## src/rtl/uart_status_pkg.sv

```systemverilog
// uart_status_pkg: shared formatter states, ASCII constants and hex helper.
package uart_status_pkg;

    typedef enum logic [2:0] {
        S_HOLDOFF,
        S_IDLE,
        S_SNAP,
        S_HDR,
        S_PREFIX,
        S_DIGITS,
        S_EOL
    } fmt_state_e;

    localparam logic [7:0] ESC    = 8'd27;
    localparam logic [7:0] LBRACK = 8'd91;
    localparam logic [7:0] CHAR_H = 8'd72;
    localparam logic [7:0] CR     = 8'd13;
    localparam logic [7:0] LF     = 8'd10;
    localparam logic [7:0] COLON  = 8'd58;
    localparam logic [7:0] SPACE  = 8'd32;
    localparam logic [7:0] CHAR_C = 8'd67;

    function automatic logic [7:0] hex_to_ascii(input logic [3:0] d);
        return (d < 4'd10) ? 8'h30 + {4'h0, d} : 8'h37 + {4'h0, d};
    endfunction

endpackage

```

## src/rtl/uart_tx_serializer.sv

```systemverilog
// uart_tx_serializer: 8N1 transmitter fed from a first-word-fall-through FIFO.
module uart_tx_serializer #(
    parameter int CLKS_PER_BIT = 5208
) (
    input  logic       clk,
    input  logic       rst,
    input  logic       empty_i,
    input  logic [7:0] data_i,
    output logic       pop_o,
    output logic       tx_o,
    output logic       active_o
);

    localparam int CW = $clog2(CLKS_PER_BIT);

    logic          active_q, active_d;
    logic [CW-1:0] cnt_q, cnt_d;
    logic [3:0]    bit_q, bit_d;
    logic [8:0]    sh_q, sh_d;
    logic          tx_q, tx_d;
    logic          bit_end, last;

    assign bit_end  = cnt_q == CW'(CLKS_PER_BIT - 1);
    assign last     = active_q && bit_end && bit_q == 4'd9;
    // Reloading on the final stop-bit cycle keeps consecutive bytes gap-free.
    assign pop_o    = !empty_i && (!active_q || last);
    assign tx_o     = tx_q;
    assign active_o = active_q;

    always_comb begin
        active_d = active_q;
        cnt_d    = bit_end ? '0 : cnt_q + 1'b1;
        bit_d    = bit_q;
        sh_d     = sh_q;
        tx_d     = tx_q;
        if (pop_o) begin
            active_d = 1'b1;
            cnt_d    = '0;
            bit_d    = '0;
            sh_d     = {1'b1, data_i};
            tx_d     = 1'b0;
        end else if (!active_q) begin
            cnt_d = '0;
        end else if (last) begin
            active_d = 1'b0;
            tx_d     = 1'b1;
        end else if (bit_end) begin
            bit_d = bit_q + 1'b1;
            tx_d  = sh_q[0];
            sh_d  = {1'b0, sh_q[8:1]};
        end
    end

    always_ff @(posedge clk or posedge rst) begin
        if (rst) begin
            active_q <= 1'b0;
            cnt_q    <= '0;
            bit_q    <= '0;
            sh_q     <= '0;
            tx_q     <= 1'b1;
        end else begin
            active_q <= active_d;
            cnt_q    <= cnt_d;
            bit_q    <= bit_d;
            sh_q     <= sh_d;
            tx_q     <= tx_d;
        end
    end

endmodule

```

## src/rtl/uart_status_reporter.sv

```systemverilog
// uart_status_reporter: snapshots channel values, formats them as hex text
// lines behind a home-cursor escape, and streams them out over an 8N1 UART.
module uart_status_reporter
    import uart_status_pkg::*;
#(
    parameter int NUM_CH       = 4,
    parameter int VAL_W        = 8,
    parameter int CLKS_PER_BIT = 5208,
    parameter int HOLDOFF      = 110,
    parameter int FIFO_DEPTH   = 64
) (
    input  logic                          clk,
    input  logic                          rst,
    input  logic                          enable,
    input  logic [NUM_CH*VAL_W-1:0]       ch_values,
    output logic                          tx,
    output logic                          busy,
    output logic                          frame_done,
    output logic [$clog2(FIFO_DEPTH):0]   fifo_level
);

    localparam int NDIG = (VAL_W + 3) / 4;
    localparam int XW   = 4 * NDIG;
    localparam int AW   = $clog2(FIFO_DEPTH);
    localparam int CHW  = (NUM_CH > 1) ? $clog2(NUM_CH) : 1;
    localparam int HW   = (HOLDOFF > 1) ? $clog2(HOLDOFF) : 1;
    localparam logic [AW:0] FULL_LVL = (AW + 1)'(FIFO_DEPTH);

    fmt_state_e               state_q, state_d;
    logic [HW-1:0]            hcnt_q, hcnt_d;
    logic [2:0]               idx_q, idx_d;
    logic [CHW-1:0]           ch_q, ch_d;
    logic [NUM_CH*VAL_W-1:0]  snap_q, snap_d;

    logic [7:0]    mem_q [FIFO_DEPTH];
    logic [AW-1:0] wr_q, rd_q;
    logic [AW:0]   cnt_q, cnt_d;

    logic             fifo_full, fifo_empty, push, pop, emit, at_end, last_ch, ser_active;
    logic [7:0]       byte_w, head;
    logic [VAL_W-1:0] cur;
    logic [3:0]       digit;

    assign fifo_full  = cnt_q == FULL_LVL;
    assign fifo_empty = cnt_q == '0;
    assign head       = mem_q[rd_q];
    assign fifo_level = cnt_q;
    assign cnt_d      = (push && !pop) ? cnt_q + 1'b1 : (pop && !push) ? cnt_q - 1'b1 : cnt_q;

    assign cur     = snap_q[ch_q*VAL_W +: VAL_W];
    assign digit   = 4'(XW'(cur) >> (4 * (NDIG - 1 - int'(idx_q))));
    assign emit    = state_q inside {S_HDR, S_PREFIX, S_DIGITS, S_EOL};
    // A full FIFO simply withholds the push, freezing the index until space frees up.
    assign push    = emit && !fifo_full;
    assign last_ch = ch_q == CHW'(NUM_CH - 1);

    assign frame_done = push && state_q == S_EOL && at_end && last_ch;
    assign busy       = (state_q != S_IDLE && state_q != S_HOLDOFF) || !fifo_empty || ser_active;

    always_comb begin
        byte_w = 8'h00;
        at_end = 1'b0;
        case (state_q)
            S_HDR: begin
                byte_w = (idx_q == 3'd0) ? ESC : (idx_q == 3'd1) ? LBRACK : CHAR_H;
                at_end = idx_q == 3'd2;
            end
            S_PREFIX: begin
                byte_w = (idx_q == 3'd0) ? CHAR_C :
                         (idx_q == 3'd1) ? hex_to_ascii(4'(ch_q)) :
                         (idx_q == 3'd2) ? COLON : SPACE;
                at_end = idx_q == 3'd3;
            end
            S_DIGITS: begin
                byte_w = hex_to_ascii(digit);
                at_end = idx_q == 3'(NDIG - 1);
            end
            S_EOL: begin
                byte_w = (idx_q == 3'd0) ? CR : LF;
                at_end = idx_q == 3'd1;
            end
            default: ;
        endcase
    end

    always_comb begin
        state_d = state_q;
        hcnt_d  = hcnt_q;
        idx_d   = idx_q;
        ch_d    = ch_q;
        snap_d  = snap_q;
        case (state_q)
            S_HOLDOFF: begin
                hcnt_d = hcnt_q + 1'b1;
                if (hcnt_q == HW'(HOLDOFF - 1)) state_d = S_IDLE;
            end
            S_IDLE: if (enable && fifo_empty) state_d = S_SNAP;
            S_SNAP: begin
                snap_d  = ch_values;
                idx_d   = '0;
                ch_d    = '0;
                state_d = S_HDR;
            end
            default: if (push) begin
                idx_d = at_end ? '0 : idx_q + 1'b1;
                if (at_end) begin
                    state_d = (state_q == S_HDR)    ? S_PREFIX :
                              (state_q == S_PREFIX) ? S_DIGITS :
                              (state_q == S_DIGITS) ? S_EOL    :
                              last_ch               ? S_IDLE   : S_PREFIX;
                    if (state_q == S_EOL && !last_ch) ch_d = ch_q + 1'b1;
                end
            end
        endcase
    end

    always_ff @(posedge clk or posedge rst) begin
        if (rst) begin
            state_q <= S_HOLDOFF;
            hcnt_q  <= '0;
            idx_q   <= '0;
            ch_q    <= '0;
            snap_q  <= '0;
            wr_q    <= '0;
            rd_q    <= '0;
            cnt_q   <= '0;
        end else begin
            state_q <= state_d;
            hcnt_q  <= hcnt_d;
            idx_q   <= idx_d;
            ch_q    <= ch_d;
            snap_q  <= snap_d;
            wr_q    <= push ? wr_q + 1'b1 : wr_q;
            rd_q    <= pop ? rd_q + 1'b1 : rd_q;
            cnt_q   <= cnt_d;
        end
    end

    always_ff @(posedge clk) begin
        if (push) mem_q[wr_q] <= byte_w;
    end

    uart_tx_serializer #(
        .CLKS_PER_BIT(CLKS_PER_BIT)
    ) u_ser (
        .clk      (clk),
        .rst      (rst),
        .empty_i  (fifo_empty),
        .data_i   (head),
        .pop_o    (pop),
        .tx_o     (tx),
        .active_o (ser_active)
    );

endmodule

```

## config.mk

```make
export PLATFORM = sky130hd
export DESIGN_NAME = uart_status_reporter
export DESIGN_NICKNAME = d
export VERILOG_FILES = /design/src/rtl/uart_status_pkg.sv /design/src/rtl/uart_tx_serializer.sv /design/src/rtl/uart_status_reporter.sv
export SDC_FILE = /design/constraint.sdc
export NUM_CORES = 1
export LEC_CHECK = 0
export ABC_AREA = 1
export CAP_MARGIN = 20
export CELL_PAD_IN_SITES_DETAIL_PLACEMENT = 1
export CELL_PAD_IN_SITES_GLOBAL_PLACEMENT = 1
export CORE_MARGIN = 4
export CORE_UTILIZATION = 35
export CTS_CLUSTER_DIAMETER = 200
export CTS_CLUSTER_SIZE = 25
export DETAILED_ROUTE_END_ITERATION = 8
export PLACE_DENSITY = 0.63
export SYNTH_ARGS = -nofsm -noshare
export SYNTH_HDL_FRONTEND = slang
export SYNTH_SLANG_ARGS = --single-unit
```

## constraint.sdc

```tcl
create_clock -name clk -period 13.55 [get_ports clk]
set_clock_uncertainty 0.1 [all_clocks]
set_input_delay 3.3875 -clock clk [delete_from_list [all_inputs] [get_ports clk]]
set_output_delay 3.3875 -clock clk [all_outputs]
set_load 0.1 [all_outputs]
```

; ---- Word-level counts from Yosys, hierarchy flattened
; Memory sizes are Yosys's and may differ from the RTL's.
; Index checks and enable logic that the tools add are counted.
[totals]
ram_bits = 448
input_bits = 35
regBits = 94
mem_count = 1
[memory_table]
columns = name, words, word_bits, read_ports, rd_clocked_by_memory_dff, write_ports, line_no
row1 = mem_q, 64, 7, 1, 0, 1, uart_status_reporter.sv:35  ; logic [7:0] mem_q [FIFO_DEPTH];
[op_classes]
mux = 48
n_addsub = 14
bitwise = 1
magnitude_cmp = 2
shift = 2
n_reduce_logical = 42
eq_ne = 18
[ops]
columns = op, n
row1 = 2-to-1 mux 7 bit, 7
row2 = 2-to-1 mux 13 bit, 3
row3 = 2-to-1 mux 9 bit, 4
row4 = 2-to-1 mux 3 bit, 11
row5 = variable part select 32 x 6 -> 8 bit, 1
row6 = >> shifter 8 x 32 -> 4 bit, 1
row7 = case mux 7 bit (4 select lines), 1
row8 = 2-to-1 mux 4 bit, 4
row9 = "adder 6 x 2 -> 7 bit, first input constant", 2
row10 = "adder 6 x 4 -> 7 bit, first input constant", 2
row11 = "adder 7 x 1 -> 7 bit, second input constant", 2
row12 = "equality test 7 bit, second input constant", 2
row13 = "adder 13 x 1 -> 13 bit, second input constant", 1
row14 = "equality test 13 bit, second input constant", 1
row15 = "adder 6 x 1 -> 6 bit, second input constant", 2
row16 = "equality test 3 x 2 -> 1 bit, second input constant", 4
row17 = logical AND 1 bit, 12
row18 = nonzero test 2 bit, 6
row19 = nonzero test 4 bit, 3
row20 = 2-to-1 mux 5 bit, 2
row21 = "equality test 3 bit, second input constant", 3
row22 = 2-to-1 mux 1 bit, 9
row23 = case mux 3 bit (3 select lines), 1
row24 = AND reduction 4 bit, 2
row25 = 25 further kinds, 41

; ---- Logic depth before layout (Yosys ltp)
; Gate-level depths: netlist of the first run.
[logic_depth]
depth_word = 8
ltp_mapped = 18

; ---- Modules after synthesis
; A second synthesis of the first run with hierarchy kept.
[unflattened]
hier_cells = 2179
area_unflattened_um2 = 23407.4
[by_module_without_submodules]
columns = module, n_inst, area_per_inst_um2, cells_each
row1 = uart_status_reporter, 1, 21922.3, 1994
row2 = uart_tx_serializer, 1, 1485.2, 185

; ---- Least setup slack after synthesis of the first run
; OpenSTA, ideal clock, no wires.
[synth_path]
path_kind = register to output
from = register cnt_q[1] (netlist: fifo_level[1])
to = output port frame_done
stages_incl_launch_ff = 5
path_buffers = 0
arrival_time_ns = 4.282
path_slack_ns = 5.781
required_time_ns = 10.062
path_cell_list = dfrtp_1 -> nor4_2 -> nand3_1 -> nand2_8 -> nor4_1
[synth_between]
elab_chain_len = 6
[synth_rtl]
columns = element, line_no
row1 = from (decl), uart_status_reporter.sv:37  ; logic [AW:0] cnt_q, cnt_d;
row2 = from (signal assigned), uart_status_reporter.sv:135  ; cnt_q <= cnt_d;
row3 = equality test 7 bit, uart_status_reporter.sv:44  ; assign fifo_full = cnt_q == FULL_LVL;
row4 = logical NOT 1 bit, uart_status_reporter.sv:54  ; assign push = emit && !fifo_full;
row5 = logical AND 1 bit, uart_status_reporter.sv:54
row6 = logical AND 1 bit (3 in series), uart_status_reporter.sv:57  ; assign frame_done = push && state_q == S_EOL && at_end && last_ch;
row7 = to (decl), uart_status_reporter.sv:18  ; output logic frame_done,
; No other way between the ends.

; ---- Worst setup path after layout of the first run
[layout_path]
from = register state_q[2]
to = output port frame_done
[layout_between]
elab_chain_len = 6
elab_cells_between_ends = 11
[layout_rtl]
columns = element, line_no
row1 = from (decl), uart_status_reporter.sv:29  ; fmt_state_e state_q, state_d;
row2 = from (signal assigned), uart_status_reporter.sv:128  ; state_q <= state_d;
row3 = equality test 3 x 2 -> 1 bit (tied with other cells), "uart_status_reporter.sv:52, uart_status_reporter.sv:63"
row4 = nonzero test 4 bit, uart_status_reporter.sv:52  ; assign emit = state_q inside {S_HDR, S_PREFIX, S_DIGITS, S_EOL};
row5 = logical AND 1 bit, uart_status_reporter.sv:54
row6 = logical AND 1 bit, uart_status_reporter.sv:57
row7 = logical AND 1 bit * (2 in series), uart_status_reporter.sv:57
; Mark *: on every way between the ends. The rest lies on a longest branch, timed or not.

==> out/results.tsv, run 1 <==
metric	value	unit
post_cts_resized	0	
crit_start	state_q[2]$_DFFE_PP0P_	
required	10.06	ns
num_antenna_cells	0	
clkLatencyLatePin	0.60	ns
ys.flop_type	edfxtp_1	
hp-class	reg -> reg	
finalHoldViolCount	0	
clk_pin_slew	0.10	ns
rows	95	
max_freq	140	MHz
peakVddDrop	0.0000804	V
grt_pass1_vias	17400	
syn_area	0.0241	mm2
seq_power_share	0.666	
nFillCells	7588	
port_buffers	44	
postRouteAntennaNets	0	
num-nets-final	2432	
synth.avg_cell_area	10.1	um2
routed_wl	64200	um
cp-end-kind	output pin	
crit_path_start_kind	flip-flop	
rsz0062_at_grt	false	
clock_power_share	0.328	
ys_warn_count	0	
cts_htree_levels	1	
clock_sinks	542	
period_needed	7.12	ns
vias	16400	
slew_violations	0	
grt_pass1_wl	101000	um
ys_ff_latch	542	
routabilityCongestion	0.780	
outcome	complete, no violations	
dr.pass1.iters	5	
die-area	0.0731	mm2
min_period_over_period	0.526	
crit_type	reg -> out	
die_w	270	um
drc	0	
cts_setup_buffers	0	
swShare	0.198	
layout_commonest_cell	nand2_1	
hold_buffers	0	
cts_tree	yes	
core	0.0678	mm2
hold_ws	0.375	ns
synth_nets	2448	
power_frac_comb	0.006	
netlist_instances	2393	
worstReg2RegStart	rd_q[0]$_DFFE_PP0N_	
ctsLongestPathBuffers	3	
overflow	0	
grt_antenna_before_repair	0	
synth_edf_count	448	
p_int	0.00214	W
drive_gt1_frac	0.0409	
ys_seq_area_frac	0.656	
worstHoldStart	u_ser.tx_o$_DFFE_PP1P_	
first_iter_violations	1045	
relSlewSlack	0.278	
area_growth	7.92	%
pin_count	45	
worst_pin_slew	1.08	ns
fin_util	0.384	
clock-root-buffer	clkbuf_16	
setup_viol	0	
drv_cap	0	
numCtsBuffers	25	
pwr_density_cell	103	mW/mm2
via_per_inst	5.01	
path_max_fanout	12	
avgRoutedWirePerCell	19.6	um
grt_max_degree	112	
p_sw	0.000529	W
grt_usage	0.173	
die_h	270	um
arrival	3.63	ns
leakage	9.88	nW
yosysUniqueCellTypes	48	
setup_tns	0	ns
synthArstFlopShare	0.173	
final_cell_mix	nand2_1 (767), edfxtp_1 (448), nand3_1 (276)	
initial_utilization	0.356	
place_hpwl	39300	um
-- flip-flops by register name, summed over array words and instances (netlist names), 6 cells and up --
name and cells:
hcnt_q 7, wr_q 6, u_ser.sh_q 9, mem_q 448, fifo_level 7, rd_q 6, snap_q 32, u_ser.cnt_q 13
-- per-layer routing --
| metal | up-vias | GRT usage | part of all wire |
|---|---|---|---|
| met5 | - | 0 | 0 |
| met4 | 0 | 0.0388 | 0.023 |
| met3 | 62 | 0.0174 | 0.031 |
| met2 | 203 | 0.305 | 0.49 |
| met1 | 8254 | 0.233 | 0.45 |
| li1 | 7872 | - | - |
-- cells in the mapped netlist, types with 2 or more instances --
master | number | area [um2]
buf_2 | 48 | 240
clkbuf_1 | 33 | 124
nor2_2 | 2 | 12.5
nor2_1 | 254 | 953
inv_4 | 2 | 12.5
o211ai_1 | 5 | 37.5
nand4_4 | 3 | 63.8
a211oi_1 | 3 | 22.5
o21ai_0 | 87 | 435
inv_1 | 184 | 691
nand3_2 | 3 | 30.0
nand3_1 | 277 | 1390
inv_2 | 8 | 30.0
o22ai_1 | 5 | 31.3
xor2_1 | 19 | 166
nor3_4 | 2 | 32.5
buf_4 | 7 | 52.6
nand2_4 | 2 | 22.5
nor4_1 | 2 | 12.5
dfrtp_1 | 93 | 2330
a21oi_1 | 43 | 215
buf_6 | 11 | 124
nor3b_1 | 3 | 22.5
ha_1 | 19 | 238
a31oi_1 | 5 | 31.3
nand4_1 | 2 | 12.5
o21ai_1 | 4 | 20.0
nand2_1 | 771 | 2890
edfxtp_1 | 448 | 13500
xnor2_1 | 2 | 17.5
buf_1 | 10 | 37.5
nand3_4 | 4 | 70.1
nor3_1 | 13 | 65.1
nand2_2 | 5 | 31.3
-- final timing paths --
| check | cells after the start | slack [ns] | end |
|---|---|---|---|
| min in group asynchronous | 2 | 3.07 | u_ser.bit_q[0]$_DFFE_PP0P_ |
| max in group asynchronous | 3 | 9.09 | snap_q[26]$_DFFE_PP0P_ |
| max reg2reg | 11 | 9.22 | u_ser.sh_q[0]$_DFFE_PP0P_ |
| max | 7 | 6.43 | frame_done |
| min reg2reg | 2 | 0.37 | u_ser.tx_o$_DFFE_PP1P_ |
| min | 2 | 0.37 | u_ser.tx_o$_DFFE_PP1P_ |
-- layout make-up --
type / instances / area (um2) / area share
inverters: 196 / 754 / 0.0290
clock inverters: 2 / 17.5 / 0.000674
multi-input cells: 1546 / 7010 / 0.269
well taps: 873 / 1090 / 0.0420
flip-flops and latches: 542 / 15800 / 0.608
clock buffers: 44 / 697 / 0.0268
repair buffers: 66 / 623 / 0.0240
-- worst max-delay path, cell delays in order, from the launching register on --
cell	delay, ns
dfrtp_1	0.69
nand3_2	0.27
nand2_1	0.15
inv_2	0.06
nor2_1	0.11
nor2_1	0.07
nor4_1	0.46
clkdlybuf4s50_1	1.24
-- kinds of logic (layout without fill, tap and decap cells) --
family	count (synthesis)	count (layout)	share of synthesized area
and+or+nand+nor	1347	1347	0.235
xor gates and xnor gates	21	21	0.00763
AOI/OAI and AO/OA	158	158	0.0355
adders and majority gates	20	20	0.0107
buffers and inverters	305	308	0.0549
DFF	542	542	0.656
-- metrics by stage --
stage / power [W] / setup slack [ns] / cells / instance area (um2)
3_5_place_dp: 0.00183 / 7.10 / 3222 / 25300
6_report: 0.00267 / 6.43 / 3269 / 26000
3_3_place_gp: 0.00183 / 7.14 / 3221 / 25300
2_1_floorplan: 0.00182 / 5.78 / 2393 / 24100
5_1_grt: 0.00276 / 6.25 / 3269 / 26000
4_1_cts: 0.00270 / 6.42 / 3268 / 26000
-- power groups by stage --
stage	clock [W]	sequential [W]	combinational (W)
floorplan	0	0.00182	0.00000415
global placement	0	0.00182	0.0000163
detailed placement	0	0.00182	0.0000165
CTS	0.000908	0.00178	0.0000166
global route	0.000968	0.00178	0.0000177
finish	0.000878	0.00178	0.0000158
Power figures use the tool's default switching activity.
==> inputs of run 2 (changes only) <==
Settings changed: PLACE_DENSITY 0.63 to 0.66.
Clock period 13.55 ns to 5.95 ns, I/O delays scaled along.
==> out/results.tsv, run 2 (synthesized netlist as in run 1, its figures left out) <==
metric	value	unit
max_freq	197	MHz
port_buffers	44	
peakVddDrop	0.000208	V
drv_cap	0	
num-nets-final	2433	
fin_total_pwr	0.00609	W
die_w	270	um
die-area	0.0731	mm2
clock-root-buffer	clkbuf_16	
area_growth	7.88	%
pin_count	45	
cts_htree_levels	1	
grt_pass1_vias	17700	
critical_path.slowest_cell	clkdlybuf4s50_1	
crit_path_start_kind	flip-flop	
grt_usage	0.174	
layout_commonest_cell	nand2_1	
via_per_inst	5.04	
routed_wl	64200	um
slowest_delay	1.21	ns
clock_sinks	542	
min_period_over_period	0.853	
post_cts_resized	0	
clk_pin_slew	0.10	ns
grt_antenna_before_repair	0	
path_max_fanout	12	
regMostFlops	mem_q	
rows	95	
worst_pin_slew	1.17	ns
hp-class	reg -> reg	
cp-end-kind	output pin	
slew_violations	0	
overflow	0	
hold_buffers	0	
placed_area	0.0253	mm2
required	4.36	ns
grt_max_degree	163	
final_cell_mix	nand2_1 (767), edfxtp_1 (448), nand3_1 (276)	
cp_cell_sequence	nand3_2 -> nand2_1 -> inv_2 -> nand3_4 -> nand2_8 -> nor4_1 -> clkdlybuf4s50_1	
clkLatencyLatePin	0.59	ns
drc	0	
crit_type	reg -> out	
rsz0062_at_grt	false	
first_iter_violations	1219	
largest_reg_flops	448	
setup_tns	0	ns
grt_pass1_wl	101000	um
place_hpwl	40200	um
routabilityCongestion	0.801	
dr.pass1.iters	5	
core	0.0678	mm2
num_antenna_cells	0	
drive_gt1_frac	0.0409	
ctsLongestPathBuffers	3	
vias	16500	
cts_setup_buffers	0	
reg.largest.list	mem_q (448), snap_q (32), u_ser.cnt_q (13)	
cts_tree	yes	
period_needed	5.07	ns
design_area	0.0260	mm2
avgRoutedWirePerCell	19.6	um
relSlewSlack	0.220	
numCtsBuffers	25	
die_h	270	um
pwr_density_cell	234	mW/mm2
arrival	3.49	ns
leakage	9.87	nW
initial_utilization	0.356	
outcome	complete, no violations	
finalHoldViolCount	0	
postRouteAntennaNets	0	
setup_viol	0	
[run 2: cell types whose count changed in the layout (fill, tap and decap cells not counted), sizes merged]
cell,previous run,this run
buf,22,23
inv,196,195
[run 2: path summary, 6_finish.rpt]
| kind | start | slack (ns) | depth (start not counted) | end |
|---|---|---|---|---|
| min in group asynchronous | rst | 1.26 | 2 | hcnt_q[3]$_DFFE_PP0P_ |
| setup reg to reg | ch_q[0]$_DFFE_PP0P_ | 2.12 | 11 | mem_q[24][6]$_DFFE_PP_ |
| max in group asynchronous | rst | 3.41 | 3 | snap_q[19]$_DFFE_PP0P_ |
| setup / recovery | state_q[2]$_DFFE_PP0P_ | 0.88 | 7 | frame_done |
| hold reg to reg | snap_q[20]$_DFFE_PP0P_ | 0.38 | 2 | snap_q[20]$_DFFE_PP0P_ |
| hold / removal | snap_q[20]$_DFFE_PP0P_ | 0.38 | 2 | snap_q[20]$_DFFE_PP0P_ |
[run 2: power by group]
part	total, W	leakage, nW	internal [W]	switching, W
registers	0.00405	4.21	0.00405	0
logic	0.0000367	5.33	0.0000199	0.0000168
clock network	0.00200	0.335	0.000808	0.00120
[run 2: cell type report]
type,instances,area (um2)
multi-input combinational,1546,7010
sequential,542,15800
tap,873,1090
fill,7650,41800
clock buffer,44,697
inverter,196,757
clock inverter,1,8.76
timing repair buffer,67,621
[run 2: through the flow]
step | std cells | setup WS (ns) | hold slack, ns | util
6_report | 3269 | 0.876 | 0.380 | 0.384
2_1_floorplan | 2393 | 0.0808 | 0.337 | -
4_1_cts | 3268 | 0.766 | 0.385 | 0.383
3_3_place_gp | 3222 | 1.44 | 0.358 | 0.373
5_1_grt | 3269 | 0.603 | 0.409 | 0.384
3_5_place_dp | 3223 | 1.45 | 0.362 | 0.373
[run 2: critical path, delay by kind of cell (launching register included)]
kind | cells | cell delay, ns
buffers and inverters | 2 | 1.27
DFF | 1 | 0.69
and+or+nand+nor | 5 | 0.94
[run 2: routing by layer]
metal | part of all wire | GRT usage | up-vias
li1 | - | - | 7862
met5 | 0 | 0 | -
met3 | 0.029 | 0.0166 | 67
met2 | 0.50 | 0.309 | 251
met4 | 0.024 | 0.0374 | 0
met1 | 0.45 | 0.232 | 8302
==> inputs of run 3 (changes only) <==
Settings changed: SLEW_MARGIN set to 20.
==> out/results.tsv, run 3 (synthesized netlist as in run 1, its figures left out) <==
metric	value	unit
routabilityCongestion	0.801	
design_area	0.0260	mm2
place_hpwl	40100	um
rsz0062_at_grt	false	
finalHoldViolCount	0	
required	4.36	ns
regMostFlops	mem_q	
hp-class	reg -> reg	
slew_violations	0	
via_per_inst	5.05	
rows	95	
clock_sinks	542	
crit_type	reg -> out	
setup_tns	0	ns
die_w	270	um
cts_htree_levels	1	
cts_setup_buffers	0	
cts_tree	yes	
avgRoutedWirePerCell	19.7	um
drive_gt1_frac	0.0413	
die-area	0.0731	mm2
grt_pass1_wl	101000	um
clock-root-buffer	clkbuf_16	
vias	16500	
post_cts_resized	0	
ctsLongestPathBuffers	3	
placed_area	0.0253	mm2
grt_pass1_vias	17600	
min_period_over_period	0.865	
layout_commonest_cell	nand2_1	
holdPathStages	2	
grt_antenna_before_repair	0	
pwr_density_cell	234	mW/mm2
cp-end-kind	output pin	
initial_utilization	0.356	
area_growth	7.97	%
pin_count	45	
outcome	complete, no violations	
max_freq	194	MHz
core	0.0678	mm2
drv_cap	0	
grt_usage	0.174	
overflow	0	
die_h	270	um
postRouteAntennaNets	0	
worst_pin_slew	1.26	ns
r2r_cells	12	
leakage	9.87	nW
num_antenna_cells	0	
grt_max_degree	163	
arrival	3.56	ns
clkLatencyLatePin	0.59	ns
numCtsBuffers	25	
clk_pin_slew	0.11	ns
path_max_fanout	12	
hold_buffers	0	
peakVddDrop	0.000183	V
final_cell_mix	nand2_1 (767), edfxtp_1 (448), nand3_1 (276)	
relSlewSlack	0.161	
largest_reg_flops	448	
dr.pass1.iters	5	
nFillCells	7609	
reg.largest.list	mem_q (448), snap_q (32), u_ser.cnt_q (13)	
drc	0	
setup_viol	0	
period_needed	5.15	ns
crit_path_start_kind	flip-flop	
port_buffers	44	
num-nets-final	2433	
first_iter_violations	1260	
routed_wl	64500	um
==> run 3: changes by cell type in the layout (fill, tap and decap cells not counted) <==
cell / before / now
nor3_2: 1 / 2
nor3_1: 13 / 12
clkinv_1: 1 / 2
buf_4: 22 / 21
clkbuf_1: 19 / 18
inv_1: 183 / 182
buf_16: 0 / 1
==> run 3: final cells by class <==
class	instances	area (um2)	share of cell area
inverter	196	757	0.0291
clock inverter	1	8.76	0.000337
timing repair buffer	67	641	0.0246
sequential	542	15800	0.608
clock buffer	43	693	0.0266
multi-input combinational	1546	7010	0.270
tap	873	1090	0.0420
==> run 3: per-stage QoR <==
step	worst slack [ns]	utilization	total power [W]	std cells	hold WS (ns)
CTS	0.736	0.383	0.00615	3266	0.389
global placement	1.44	0.373	0.00417	3222	0.358
global route	0.577	0.384	0.00628	3268	0.405
finish	0.802	0.384	0.00609	3268	0.385
detailed placement	1.43	0.373	0.00417	3222	0.365
floorplan	0.0808	-	0.00415	2393	0.337
==> run 3: path summary, 6_finish.rpt <==
| check | from | slack (ns) | end |
|---|---|---|---|
| max in group asynchronous | rst | 3.46 | ch_q[0]$_DFFE_PP0P_ |
| setup reg to reg | ch_q[0]$_DFFE_PP0P_ | 2.21 | mem_q[34][4]$_DFFE_PP_ |
| hold reg to reg | u_ser.tx_o$_DFFE_PP1P_ | 0.38 | u_ser.tx_o$_DFFE_PP1P_ |
| setup / recovery | state_q[2]$_DFFE_PP0P_ | 0.80 | frame_done |
| min in group asynchronous | rst | 1.24 | hcnt_q[3]$_DFFE_PP0P_ |
| hold / removal | u_ser.tx_o$_DFFE_PP1P_ | 0.38 | u_ser.tx_o$_DFFE_PP1P_ |
==> run 3: metal layers <==
metal,track usage,wire [um],vias to the layer above
met3,0.0163,2050,65
li1,-,-,7870
met4,0.0396,1550,0
met1,0.231,28800,8323
met2,0.310,32100,231
met5,0,0,-
==> run 3: report_power, final <==
part,switching (W),total (W),internal (W)
sequential,0,0.00405,0.00405
combinational,0.0000165,0.0000364,0.0000199
clock,0.00119,0.00200,0.000805
==> run 3: worst max-delay path: stages, from the launching register on <==
cell	delay [ns]
dfrtp_1	0.69
nand3_2	0.26
nand2_1	0.15
inv_2	0.06
nand3_4	0.10
nand2_8	0.11
nor4_1	0.37
clkdlybuf4s50_1	1.23
==> patch: new RTL, config.mk and constraints of run 2 <==
`rd_q` no longer has a reset.
--- a/src/rtl/uart_status_reporter.sv
+++ b/src/rtl/uart_status_reporter.sv
@@ -122,7 +122,6 @@
             ch_q    <= '0;
             snap_q  <= '0;
             wr_q    <= '0;
-            rd_q    <= '0;
             cnt_q   <= '0;
         end else begin
             state_q <= state_d;
@@ -131,9 +130,12 @@
             ch_q    <= ch_d;
             snap_q  <= snap_d;
             wr_q    <= push ? wr_q + 1'b1 : wr_q;
-            rd_q    <= pop ? rd_q + 1'b1 : rd_q;
             cnt_q   <= cnt_d;
         end
+    end
+
+    always_ff @(posedge clk) begin
+        rd_q <= pop ? rd_q + 1'b1 : rd_q;
     end
 
     always_ff @(posedge clk) begin
Behaviour: no difference found for any inputs over 10 cycles, from zero or initial values and one cycle with rst high; that may be too few to reach the edited logic, so the function may still have changed.
==> patch against run 2 <==
  * Sequential cell count grew 6
  * Worst setup slack gained 0.17 ns
  * Routed wire length decreased by 3.3%
  * Final area down 2.0%
  * Area after synthesis decreased by 2.2%
  * Global-route usage shrank 0.16 points
  * Total power grew 0.29%
  * Largest power group unchanged
  * Sequential power up 1%
==> patch: results (changes against run 2) <==
metric,value,unit,change
synthMuxAreaShare,0,%,unchanged
holdBufCountCts,0,,unchanged
synth_area_leaders,"edfxtp_1, nand2_1, dfrtp_1, nand3_1, nor2_1",,unchanged
yosys.area_share.xor_xnor,0.9666,%,was 0.7632%
worst-slew-pin-transition,1.263,ns,was 1.170 ns
synth_compound_area_share,2.002,%,was 3.546%
cts_buffers,25,,unchanged
top_regs,"mem_q (448), snap_q (32), u_ser.cnt_q (13)",,unchanged
final_nets,2264,,was 2433
post_synth_num_cell_types,46,,was 48
comb_power,0.0000355,W,
grt_pass1_vias,16640,,was 17670
area_delta_synth_final,8.158,%,was 7.881%
arrival,3.32,ns,was 3.49 ns
antenna_found_initial,0,,unchanged
status,"complete, no violations",,unchanged
routed_wl,62080,um,was 64210 um
vias_per_cell,5.132,,was 5.042
hold_class,flip-flop to flip-flop,,unchanged
dpl.hpwl,38700,um,was 40160 um
slowest_stage,clkdlybuf4s50_1,,unchanged
yosysMostFrequentCell,nand2_1,,unchanged
grt_max_degree,194,,was 163
post_cts_buffers,0,,unchanged
h-tree-depth,1,,unchanged
drive_above_1_share,4.311,%,was 4.090%
clkTransAtPathRegs,0.10,ns,about the same
place_congestion,0.7968,,was 0.8011
dr.pass1.iters,4,,was 5
power_switching_share,19.48,%,was 19.92%
crit_fanout,9,,was 12
p_leak,8.913,nW,was 9.870 nW
async_reset_ff_share,16.06,%,was 17.34%
slowest_delay,1.16,ns,was 1.21 ns
power_frac_seq,67.0,%,was 66.5%
grt_pass1_wl,96800,um,was 101400 um
placedInstanceArea,0.02477,mm2,was 0.02528 mm2
synth_ff_type,edfxtp_1,,unchanged
cts_root_buffer,clkbuf_16,,unchanged
synth_edf_count,454,,was 448
yosysSeqAreaShare,67.73,%,was 65.59%
post_cts_resized,0,,unchanged
vdd_drop_max,0.2170,mV,was 0.2076 mV
synth-adder-area-share,1.094,%,was 1.070%
diodes,0,,unchanged
grt.total_usage,17.21,%,was 17.36%
drtIter0Drc,1079,,was 1219
portBuffers,44,,unchanged
synth_commonest_cells,"nand2_1, edfxtp_1, nand3_1",,unchanged
==> patch: worst paths after layout <==
path / startpoint / to / slack (ns) / depth (start not counted)
hold / removal: u_ser.tx_o / u_ser.tx_o / 0.38 / 2
setup / recovery: state_q[2] / frame_done / 1.04 / 7
hold reg to reg: u_ser.tx_o / u_ser.tx_o / 0.38 / 2
min in group asynchronous: rst / hcnt_q[6] / 1.24 / 2
max in group asynchronous: rst / wr_q[4] / 3.41 / 3
setup reg to reg: ch_q[0] / mem_q[2][6] / 2.42 / 12
==> patch: tightest hold or removal path, cell delays in order (launching register included) <==
cell and delay [ns]:
dfstp_2 0.38, nand2_1 0.06, nand2_1 0.05
==> patch: cell type report <==
type,count,area (um2)
fillers,7296,40740
flip-flops and latches,548,15970
multi-input cells,1488,6803
well taps,864,1081
clock buffers,44,696.9
repair buffers,67,620.6
inverters,79,309.0
clock inverters,1,3.754
==> patch: layer usage <==
metal  global-route usage, %  up-vias  part of all wire [%]
met1                   22.92     8033                    45
met3                   1.589       61                   3.0
met4                   3.153        0                   1.8
met5                       0        -                     0
met2                   31.04      226                    50
li1                        -     7542                     -
==> patch: stage by stage <==
step / cells / utilization, % / setup WS [ns] / power (W) / hold slack (ns)
6_report: 3091 / 38.48 / 1.045 / 0.006110 / 0.3804
5_1_grt: 3091 / 38.48 / 0.9274 / 0.006320 / 0.4199
4_1_cts: 3089 / 38.46 / 1.014 / 0.006173 / 0.3838
3_5_place_dp: 3044 / 37.41 / 1.681 / 0.004218 / 0.3670
3_3_place_gp: 3044 / 37.41 / 1.710 / 0.004217 / 0.3396
2_1_floorplan: 2227 / - / 1.381 / 0.004190 / 0.3251
